File: config.mk
export PLATFORM = sky130hd
export DESIGN_NAME = gc_engine_flat
export DESIGN_NICKNAME = d
export VERILOG_FILES = /design/src/rtl/nvm_pkg.sv /design/src/rtl/gc_engine_if.sv /design/src/rtl/gc_victim_scan.sv /design/src/rtl/gc_engine.sv /design/src/flat_wrapper.sv
export SDC_FILE = /design/constraint.sdc
export NUM_CORES = 1
export LEC_CHECK = 0
export CORE_UTILIZATION = 38
export DETAILED_ROUTE_END_ITERATION = 8
export GPL_TIMING_DRIVEN = 0
export MAX_ROUTING_LAYER = met4
export PLACE_DENSITY = 0.69
export SLEW_MARGIN = 10
export SYNTH_ARGS = -nofsm -noshare
export SYNTH_HDL_FRONTEND = slang
export SYNTH_SLANG_ARGS = --single-unit
export TNS_END_PERCENT = 30
File: constraint.sdc
create_clock -name CLK -period 1.8 [get_ports CLK]
set_input_delay 0.36 -clock CLK [delete_from_list [all_inputs] [get_ports CLK]]
set_output_delay 0.36 -clock CLK [all_outputs]
set_load 0.02 [all_outputs]
File: src/rtl/nvm_pkg.sv
// Shared FTL garbage-collection types and default geometry.
package nvm_pkg;

  localparam int BLOCK_W      = 10;
  localparam int PAGE_W       = 6;
  localparam int BLOCK_NUM    = 2**BLOCK_W;
  localparam int PAGE_NUM     = 2**PAGE_W;
  localparam int GC_THRESHOLD = 16;

  typedef logic [BLOCK_W-1:0] block_t;
  typedef logic [PAGE_W-1:0]  page_t;

  typedef enum logic [3:0] {
    GC_IDLE       = 4'd0,
    GC_INI        = 4'd1,
    GC_INTERRUPT  = 4'd2,
    GC_INI_DONE   = 4'd3,
    GC_MOVE_START = 4'd4,
    GC_ERASE      = 4'd5,
    GC_FINISH     = 4'd6
  } gc_state_t;

  typedef enum logic [1:0] {
    OP_NONE  = 2'b00,
    OP_COPY  = 2'b01,
    OP_ERASE = 2'b10
  } cmd_op_t;

endpackage

File: src/rtl/gc_engine_if.sv
// Flash command queue handshake between the GC engine and the flash controller.
interface gc_engine_if #(
  parameter int BLOCK_W = nvm_pkg::BLOCK_W,
  parameter int PAGE_W  = nvm_pkg::PAGE_W
);
  import nvm_pkg::*;

  logic               cmd_valid;
  logic               cmd_ready;
  cmd_op_t            cmd_op;
  logic [BLOCK_W-1:0] cmd_block;
  logic [PAGE_W-1:0]  cmd_page;

  modport master (output cmd_valid, cmd_op, cmd_block, cmd_page, input cmd_ready);
  modport slave  (input cmd_valid, cmd_op, cmd_block, cmd_page, output cmd_ready);

endinterface

File: src/rtl/gc_victim_scan.sv
// Pipelined lowest-valid-count search over the valid-count table.
// Free blocks are skipped; strict less-than keeps the lowest index on ties.
module gc_victim_scan #(
  parameter int BLOCK_W = 10,
  parameter int PAGE_W  = 6
) (
  input  logic               clk,
  input  logic               rst,
  input  logic               start,
  input  logic               restart,
  output logic [BLOCK_W-1:0] vc_addr,
  input  logic [PAGE_W:0]    vc_count,
  input  logic               vc_free,
  output logic               done,
  output logic [BLOCK_W-1:0] best_block,
  output logic [PAGE_W:0]    best_count
);

  localparam logic [PAGE_W:0] BEST_INIT = (PAGE_W+1)'(2**PAGE_W + 1);

  logic [BLOCK_W:0]   addr_q, addr_d;
  logic               cmp_q, cmp_d;
  logic [BLOCK_W-1:0] cmp_blk_q, cmp_blk_d;
  logic [BLOCK_W-1:0] best_block_q, best_block_d;
  logic [PAGE_W:0]    best_count_q, best_count_d;

  always_comb begin
    addr_d       = addr_q;
    cmp_d        = 1'b0;
    cmp_blk_d    = cmp_blk_q;
    best_block_d = best_block_q;
    best_count_d = best_count_q;
    done         = 1'b0;
    if (restart) begin
      addr_d       = '0;
      best_block_d = '0;
      best_count_d = BEST_INIT;
    end else if (start) begin
      // addr_q top bit marks the extra cycle that only drains the last compare
      if (!addr_q[BLOCK_W]) begin
        addr_d    = addr_q + (BLOCK_W+1)'(1);
        cmp_d     = 1'b1;
        cmp_blk_d = addr_q[BLOCK_W-1:0];
      end
      if (cmp_q && !vc_free && (vc_count < best_count_q)) begin
        best_count_d = vc_count;
        best_block_d = cmp_blk_q;
      end
      done = addr_q[BLOCK_W] && cmp_q;
    end
  end

  always_ff @(posedge clk) begin
    if (rst) begin
      addr_q       <= '0;
      cmp_q        <= 1'b0;
      cmp_blk_q    <= '0;
      best_block_q <= '0;
      best_count_q <= BEST_INIT;
    end else begin
      addr_q       <= addr_d;
      cmp_q        <= cmp_d;
      cmp_blk_q    <= cmp_blk_d;
      best_block_q <= best_block_d;
      best_count_q <= best_count_d;
    end
  end

  assign vc_addr    = start ? addr_q[BLOCK_W-1:0] : '0;
  assign best_block = best_block_q;
  assign best_count = best_count_q;

endmodule

File: src/rtl/gc_engine.sv
// Garbage-collection engine: victim scan, COPY of valid pages, ERASE, host yield.
// Define GC_STATS_EN to add the stat_runs/stat_moves saturating counters.
//
// state         | meaning
// IDLE          | waiting for threshold or force_gc trigger
// INI           | scanning valid-count table for the victim
// INI_DONE      | evaluate scan result, latch victim or fail
// MOVE_START    | read page-valid bitmap, issue COPY per valid page
// ERASE         | ERASE command to flash until accepted
// FINISH        | gc_done pulse
// INTERRUPT     | yielding to host traffic
module gc_engine #(
  parameter int BLOCK_W      = nvm_pkg::BLOCK_W,
  parameter int PAGE_W       = nvm_pkg::PAGE_W,
  parameter int GC_THRESHOLD = nvm_pkg::GC_THRESHOLD
) (
  input  logic               CLK,
  input  logic               RST,
  input  logic [BLOCK_W:0]   free_blocks,
  input  logic               force_gc,
  input  logic               host_req,
  output logic [BLOCK_W-1:0] vc_addr,
  input  logic [PAGE_W:0]    vc_count,
  input  logic               vc_free,
  output logic [BLOCK_W-1:0] pv_block,
  output logic [PAGE_W-1:0]  pv_page,
  input  logic               pv_valid,
  gc_engine_if.master        cmd_if,
  output logic               gc_busy,
  output logic               gc_done,
  output logic               gc_fail,
  output logic [BLOCK_W-1:0] victim
`ifdef GC_STATS_EN
  ,
  output logic [15:0]        stat_runs,
  output logic [23:0]        stat_moves
`endif
);
  import nvm_pkg::*;

  localparam logic [BLOCK_W:0] THRESH    = (BLOCK_W+1)'(GC_THRESHOLD);
  localparam logic [PAGE_W:0]  PAGE_FULL = (PAGE_W+1)'(2**PAGE_W);

  gc_state_t          state_q, state_d;
  logic [BLOCK_W-1:0] victim_q, victim_d;
  logic [PAGE_W:0]    page_q, page_d;
  logic               rd_pend_q, rd_pend_d;
  logic               cmd_pend_q, cmd_pend_d;
  logic               ret_move_q, ret_move_d;

  logic               scan_start, scan_restart, scan_done;
  logic [BLOCK_W-1:0] scan_best_block;
  logic [PAGE_W:0]    scan_best_count;
  logic [PAGE_W:0]    page_nxt;
  logic               copy_acc;
  logic               move_st;
  cmd_op_t            cmd_op_c;

  assign scan_start   = (state_q == GC_INI);
  assign scan_restart = !((state_q == GC_INI) || (state_q == GC_INI_DONE));

  gc_victim_scan #(.BLOCK_W(BLOCK_W), .PAGE_W(PAGE_W)) u_scan (
    .clk        (CLK),
    .rst        (RST),
    .start      (scan_start),
    .restart    (scan_restart),
    .vc_addr    (vc_addr),
    .vc_count   (vc_count),
    .vc_free    (vc_free),
    .done       (scan_done),
    .best_block (scan_best_block),
    .best_count (scan_best_count)
  );

  assign move_st  = (state_q == GC_MOVE_START);
  assign page_nxt = page_q + (PAGE_W+1)'(1);
  assign copy_acc = move_st && cmd_pend_q && cmd_if.cmd_ready;

  always_comb begin
    state_d    = state_q;
    victim_d   = victim_q;
    page_d     = page_q;
    rd_pend_d  = 1'b0;
    cmd_pend_d = cmd_pend_q;
    ret_move_d = ret_move_q;
    gc_fail    = 1'b0;
    gc_done    = 1'b0;
    case (state_q)
      GC_IDLE: begin
        page_d     = '0;
        cmd_pend_d = 1'b0;
        if (((free_blocks < THRESH) || force_gc) && !host_req) state_d = GC_INI;
      end
      GC_INI: begin
        if (host_req) begin
          state_d    = GC_INTERRUPT;
          ret_move_d = 1'b0;
        end else if (scan_done) begin
          state_d = GC_INI_DONE;
        end
      end
      GC_INI_DONE: begin
        if (scan_best_count >= PAGE_FULL) begin
          gc_fail = 1'b1;
          state_d = GC_IDLE;
        end else begin
          victim_d = scan_best_block;
          page_d   = '0;
          state_d  = GC_MOVE_START;
        end
      end
      GC_MOVE_START: begin
        if (cmd_pend_q) begin
          // an offered COPY is held until accepted, host_req or not
          if (cmd_if.cmd_ready) begin
            cmd_pend_d = 1'b0;
            page_d     = page_nxt;
            if (host_req) begin
              state_d    = GC_INTERRUPT;
              ret_move_d = 1'b1;
            end
          end
        end else if (host_req) begin
          state_d    = GC_INTERRUPT;
          ret_move_d = 1'b1;
        end else if (page_q[PAGE_W]) begin
          state_d = GC_ERASE;
        end else if (rd_pend_q) begin
          if (pv_valid) cmd_pend_d = 1'b1;
          else          page_d     = page_nxt;
        end else begin
          rd_pend_d = 1'b1;
        end
      end
      GC_INTERRUPT: begin
        if (!host_req) state_d = ret_move_q ? GC_MOVE_START : GC_INI;
      end
      GC_ERASE: begin
        if (cmd_if.cmd_ready) state_d = GC_FINISH;
      end
      GC_FINISH: begin
        gc_done = 1'b1;
        state_d = GC_IDLE;
      end
      default: state_d = GC_IDLE;
    endcase
  end

  always_ff @(posedge CLK) begin
    if (RST) begin
      state_q    <= GC_IDLE;
      victim_q   <= '0;
      page_q     <= '0;
      rd_pend_q  <= 1'b0;
      cmd_pend_q <= 1'b0;
      ret_move_q <= 1'b0;
    end else begin
      state_q    <= state_d;
      victim_q   <= victim_d;
      page_q     <= page_d;
      rd_pend_q  <= rd_pend_d;
      cmd_pend_q <= cmd_pend_d;
      ret_move_q <= ret_move_d;
    end
  end

  always_comb begin
    cmd_op_c = OP_NONE;
    if (move_st && cmd_pend_q)    cmd_op_c = OP_COPY;
    else if (state_q == GC_ERASE) cmd_op_c = OP_ERASE;
  end

  assign cmd_if.cmd_valid = (cmd_op_c != OP_NONE);
  assign cmd_if.cmd_op    = cmd_op_c;
  assign cmd_if.cmd_block = (cmd_op_c != OP_NONE) ? victim_q : '0;
  assign cmd_if.cmd_page  = (cmd_op_c == OP_COPY) ? page_q[PAGE_W-1:0] : '0;

  assign pv_block = (move_st && !page_q[PAGE_W]) ? victim_q : '0;
  assign pv_page  = (move_st && !page_q[PAGE_W]) ? page_q[PAGE_W-1:0] : '0;
  assign gc_busy  = (state_q != GC_IDLE);
  assign victim   = victim_q;

`ifdef GC_STATS_EN
  logic [15:0] stat_runs_q, stat_runs_d;
  logic [23:0] stat_moves_q, stat_moves_d;

  always_comb begin
    stat_runs_d  = stat_runs_q;
    stat_moves_d = stat_moves_q;
    if (gc_done && (stat_runs_q != '1))   stat_runs_d  = stat_runs_q + 16'd1;
    if (copy_acc && (stat_moves_q != '1)) stat_moves_d = stat_moves_q + 24'd1;
  end

  always_ff @(posedge CLK) begin
    if (RST) begin
      stat_runs_q  <= '0;
      stat_moves_q <= '0;
    end else begin
      stat_runs_q  <= stat_runs_d;
      stat_moves_q <= stat_moves_d;
    end
  end

  assign stat_runs  = stat_runs_q;
  assign stat_moves = stat_moves_q;
`else
  logic unused_copy_acc;
  assign unused_copy_acc = copy_acc;
`endif

endmodule

File: src/flat_wrapper.sv
// flat-port wrapper written by rule: the top's interface ports become plain ports
module gc_engine_flat import nvm_pkg::*;
#(
  parameter int BLOCK_W      = nvm_pkg::BLOCK_W,
  parameter int PAGE_W       = nvm_pkg::PAGE_W,
  parameter int GC_THRESHOLD = nvm_pkg::GC_THRESHOLD
)
  (CLK, RST, free_blocks, force_gc, host_req, vc_addr, vc_count, vc_free, pv_block, pv_page, pv_valid, gc_busy, gc_done, gc_fail, victim, cmd_if_cmd_valid, cmd_if_cmd_op, cmd_if_cmd_block, cmd_if_cmd_page, cmd_if_cmd_ready);
  gc_engine_if #(.BLOCK_W(BLOCK_W), .PAGE_W(PAGE_W)) cmd_if_i ();
  input  logic CLK;
  input  logic RST;
  input  logic [BLOCK_W:0] free_blocks;
  input  logic force_gc;
  input  logic host_req;
  output logic [BLOCK_W-1:0] vc_addr;
  input  logic [PAGE_W:0] vc_count;
  input  logic vc_free;
  output logic [BLOCK_W-1:0] pv_block;
  output logic [PAGE_W-1:0] pv_page;
  input  logic pv_valid;
  output logic gc_busy;
  output logic gc_done;
  output logic gc_fail;
  output logic [BLOCK_W-1:0] victim;
  output wire logic [$bits(cmd_if_i.cmd_valid)-1:0] cmd_if_cmd_valid;
  output wire logic [$bits(cmd_if_i.cmd_op)-1:0] cmd_if_cmd_op;
  output wire logic [$bits(cmd_if_i.cmd_block)-1:0] cmd_if_cmd_block;
  output wire logic [$bits(cmd_if_i.cmd_page)-1:0] cmd_if_cmd_page;
  input wire logic [$bits(cmd_if_i.cmd_ready)-1:0] cmd_if_cmd_ready;
  assign cmd_if_cmd_valid = cmd_if_i.cmd_valid;
  assign cmd_if_cmd_op = cmd_if_i.cmd_op;
  assign cmd_if_cmd_block = cmd_if_i.cmd_block;
  assign cmd_if_cmd_page = cmd_if_i.cmd_page;
  assign cmd_if_i.cmd_ready = cmd_if_cmd_ready;
  gc_engine #(.BLOCK_W(BLOCK_W), .PAGE_W(PAGE_W), .GC_THRESHOLD(GC_THRESHOLD)) u_core (.CLK(CLK), .RST(RST), .free_blocks(free_blocks), .force_gc(force_gc), .host_req(host_req), .vc_addr(vc_addr), .vc_count(vc_count), .vc_free(vc_free), .pv_block(pv_block), .pv_page(pv_page), .pv_valid(pv_valid), .cmd_if(cmd_if_i), .gc_busy(gc_busy), .gc_done(gc_done), .gc_fail(gc_fail), .victim(victim));
endmodule
==> flow_summary.json, run 1 <==
{
  "diodes": 0,
  "numCtsBuffers": 9,
  "drtAntennaViolNets": 0,
  "avgSynthCellArea_um2": 8.11,
  "final_cell_mix": "dfxtp_1 (57), nand2_1 (51), buf_6 (48)",
  "dpl_cell_area_um2": 4050,
  "rows": 32,
  "yosys_warnings": 0,
  "hold_ws_ns": 0.356,
  "ff2ff_setup_slack_ns": -0.11,
  "finClkSkew_ns": 0.00421,
  "status": "finished with violations",
  "die_w_um": 93.0,
  "post-dp-hpwl_um": 5750,
  "antenna_found_initial": 0,
  "gp_congestion": 0.827,
  "nFillCells": 668,
  "vias_per_cell": 5.18,
  "final_nets": 538,
  "grt_max_degree": 13,
  "stdcell_area_um2": 4900,
  "core_um2": 7890,
  "drt-total-wl_um": 9130,
  "syn_inst": 388,
  "hold_viol": 0,
  "syn-num-nets": 421,
  "worst_slack_ns": -0.149,
  "ys_ff_latch": 62,
  "max_slew_margin": 0.645,
  "vias": 3170,
  "final_common_cell": "dfxtp_1",
  "postCtsHoldBufs": 0,
  "drive_gt1_frac": 0.355,
  "grt_pass1_vias": 2897,
  "fmax_mhz": 513,
  "timing.final.crit_share": 1.08,
  "rsz0062_at_grt": "true",
  "wl_per_cell_um": 14.9,
  "crit_fanout": 6,
  "p_leak_uw": 0.00186,
  "ios": 83,
  "grt_usage": 0.211,
  "power_uw": 3490,
  "drtPass1Iterations": 4,
  "dieArea_um2": 8650,
  "drt_iter0_drc": 128,
  "clockBufferDepth": 2,
  "cts.sinks": 62,
  "power_density_nw_per_um2": 713,
  "netlist_area_um2": 3150,
  "cts-root-buf": "clkbuf_8",
  "cts_tree": "yes",
  "worst_slew_pin_slew_ns": 0.530,
  "clk_pin_slew_ns": 0.07,
  "drc": 0,
  "async_reset_ff_frac": 0,
  "synth_flop_cell": "dfxtp_1",
  "arrival_ns": 1.59,
  "chipHeight_um": 93.0,
  "setup_viol": 67,
  "drv_cap": 0,
  "finalMaxSlewViolations": 0,
  "irDropWorstVdd_uv": 378,
  "post-route-util": 0.621,
  "grt_overflow_total": 0,
  "crit_path_end_kind": "primary output",
  "seq_area_frac_synth": 0.394,
  "reg2reg_depth": 9,
  "cp.required_ns": 1.44,
  "initial_core_util": 0.399,
  "violations": "setup timing",
  "post-route-min-period_ns": 1.95,
  "synth.distinct_cells": 53,
  "area_delta_synth_final_pct": 55.6,
  "insertion_delay_ns": 0.34,
  "hold_path.class": "in2reg",
  "startpoint_type": "register",
  "io_buffer_count": 77,
  "setup_tns_ns": -6.34,
  "synth_edf_count": 0,
  "grt_pass1_wl_um": 13900,
  "htree_levels": 3,
  "critical_path_class": "reg2out",
  "holdPathStages": 4
}
repair_timing:
action | CTS | global route
buffers inserted | 13 | 13
pin swaps | 3 | 14
setup endpoints to repair | 79 | 86
resized for setup | 352 | 42
gates cloned | 2 | 2
layout make-up:
type,instances,area (um2),area share
tap,102,128,0.0261
clock inverter,7,120,0.0245
timing repair buffer,106,1040,0.213
sequential,62,1260,0.257
buffer,24,198,0.0404
inverter,9,33.8,0.00690
clock buffer,9,124,0.0253
multi-input combinational,293,1990,0.407
cells in the mapped netlist (3+ instances only):
cell type	n	area, um2
ha_1	8	100
nor3_1	4	20.0
o211ai_1	4	30.0
nand2_1	51	191
nand4_1	4	25.0
or3_1	5	31.3
mux2i_1	3	30.0
dfxtp_1	62	1240
and3_1	5	31.3
clkbuf_1	17	63.8
and2_1	42	263
o21ai_1	12	60.1
buf_2	3	15.0
buf_4	3	22.5
nand2b_1	3	18.8
xor2_1	10	87.6
o21ai_0	11	55.1
inv_1	8	30.0
nand3_1	23	115
a21oi_1	46	230
nor2_1	24	90.1
cell families after synthesis:
| logic type | synth area share |
|---|---|
| and+or+nand+nor | 0.310 |
| xor gates and xnor gates | 0.0306 |
| adders and majority gates | 0.0318 |
| AOI/OAI and AO/OA | 0.177 |
| muxes | 0.00954 |
| buffers and inverters | 0.0465 |
| DFF | 0.394 |
per-layer routing:
metal  GRT usage  vias to the layer above  wire (um)
met1       0.260                     1479       4020
met3      0.0447                       12        454
met4      0.0603                        0        106
met2       0.348                       94       4550
li1            -                     1585          -
met5           -                        -          0
where the power goes:
group          switching, uW  internal, uW
clock network            590           924
logic                    311           248
registers               30.2          1390
total                    931          2560
critical path, stage by stage (launching register included):
cell and delay, ns:
dfxtp_4 0.39, nor4b_4 0.29, buf_4 0.18, clkbuf_8 0.14
and2_4 0.14, buf_6 0.11
through the flow:
stage | setup slack [ns] | cells
3_3_place_gp | -0.917 | 567
2_1_floorplan | 0.0315 | 388
5_1_grt | -0.192 | 612
6_report | -0.149 | 612
3_5_place_dp | -0.968 | 567
4_1_cts | -0.166 | 598
path summary, 6_finish.rpt:
kind | start | end
max | u_core.state_q[1]$_SDFFE_PP0P_ | pv_block[0]
min | host_req | u_core.ret_move_q$_SDFFE_PP0P_
min reg2reg | u_core.u_scan.best_block[5]$_SDFFE_PP0P_ | u_core.victim[5]$_SDFFE_PP0P_
max reg2reg | u_core.state_q[0]$_SDFFE_PP0P_ | u_core.u_scan.best_block[3]$_SDFFE_PP0P_
state kept, by name, indices dropped and copies added (netlist names), 3 cells and up:
signal	flops
u_core.page_q	7
u_core.state_q	3
u_core.u_scan.addr_q	11
u_core.u_scan.best_block	10
u_core.u_scan.best_count	7
u_core.u_scan.cmp_blk_q	10
u_core.victim	10
Power figures use the tool's default switching activity.
==> run 2, diff against run 1 <==
- CTS_CLUSTER_DIAMETER: not set -> 150
==> results of run 2 <==
Same layout as run 1: the final DEF is identical, and so are final timing and power.
==> run 3, diff against run 2 <==
- CAP_MARGIN: not set -> 20
==> results of run 3 <==
Same layout as run 1: the final DEF is identical, and so are final timing and power.
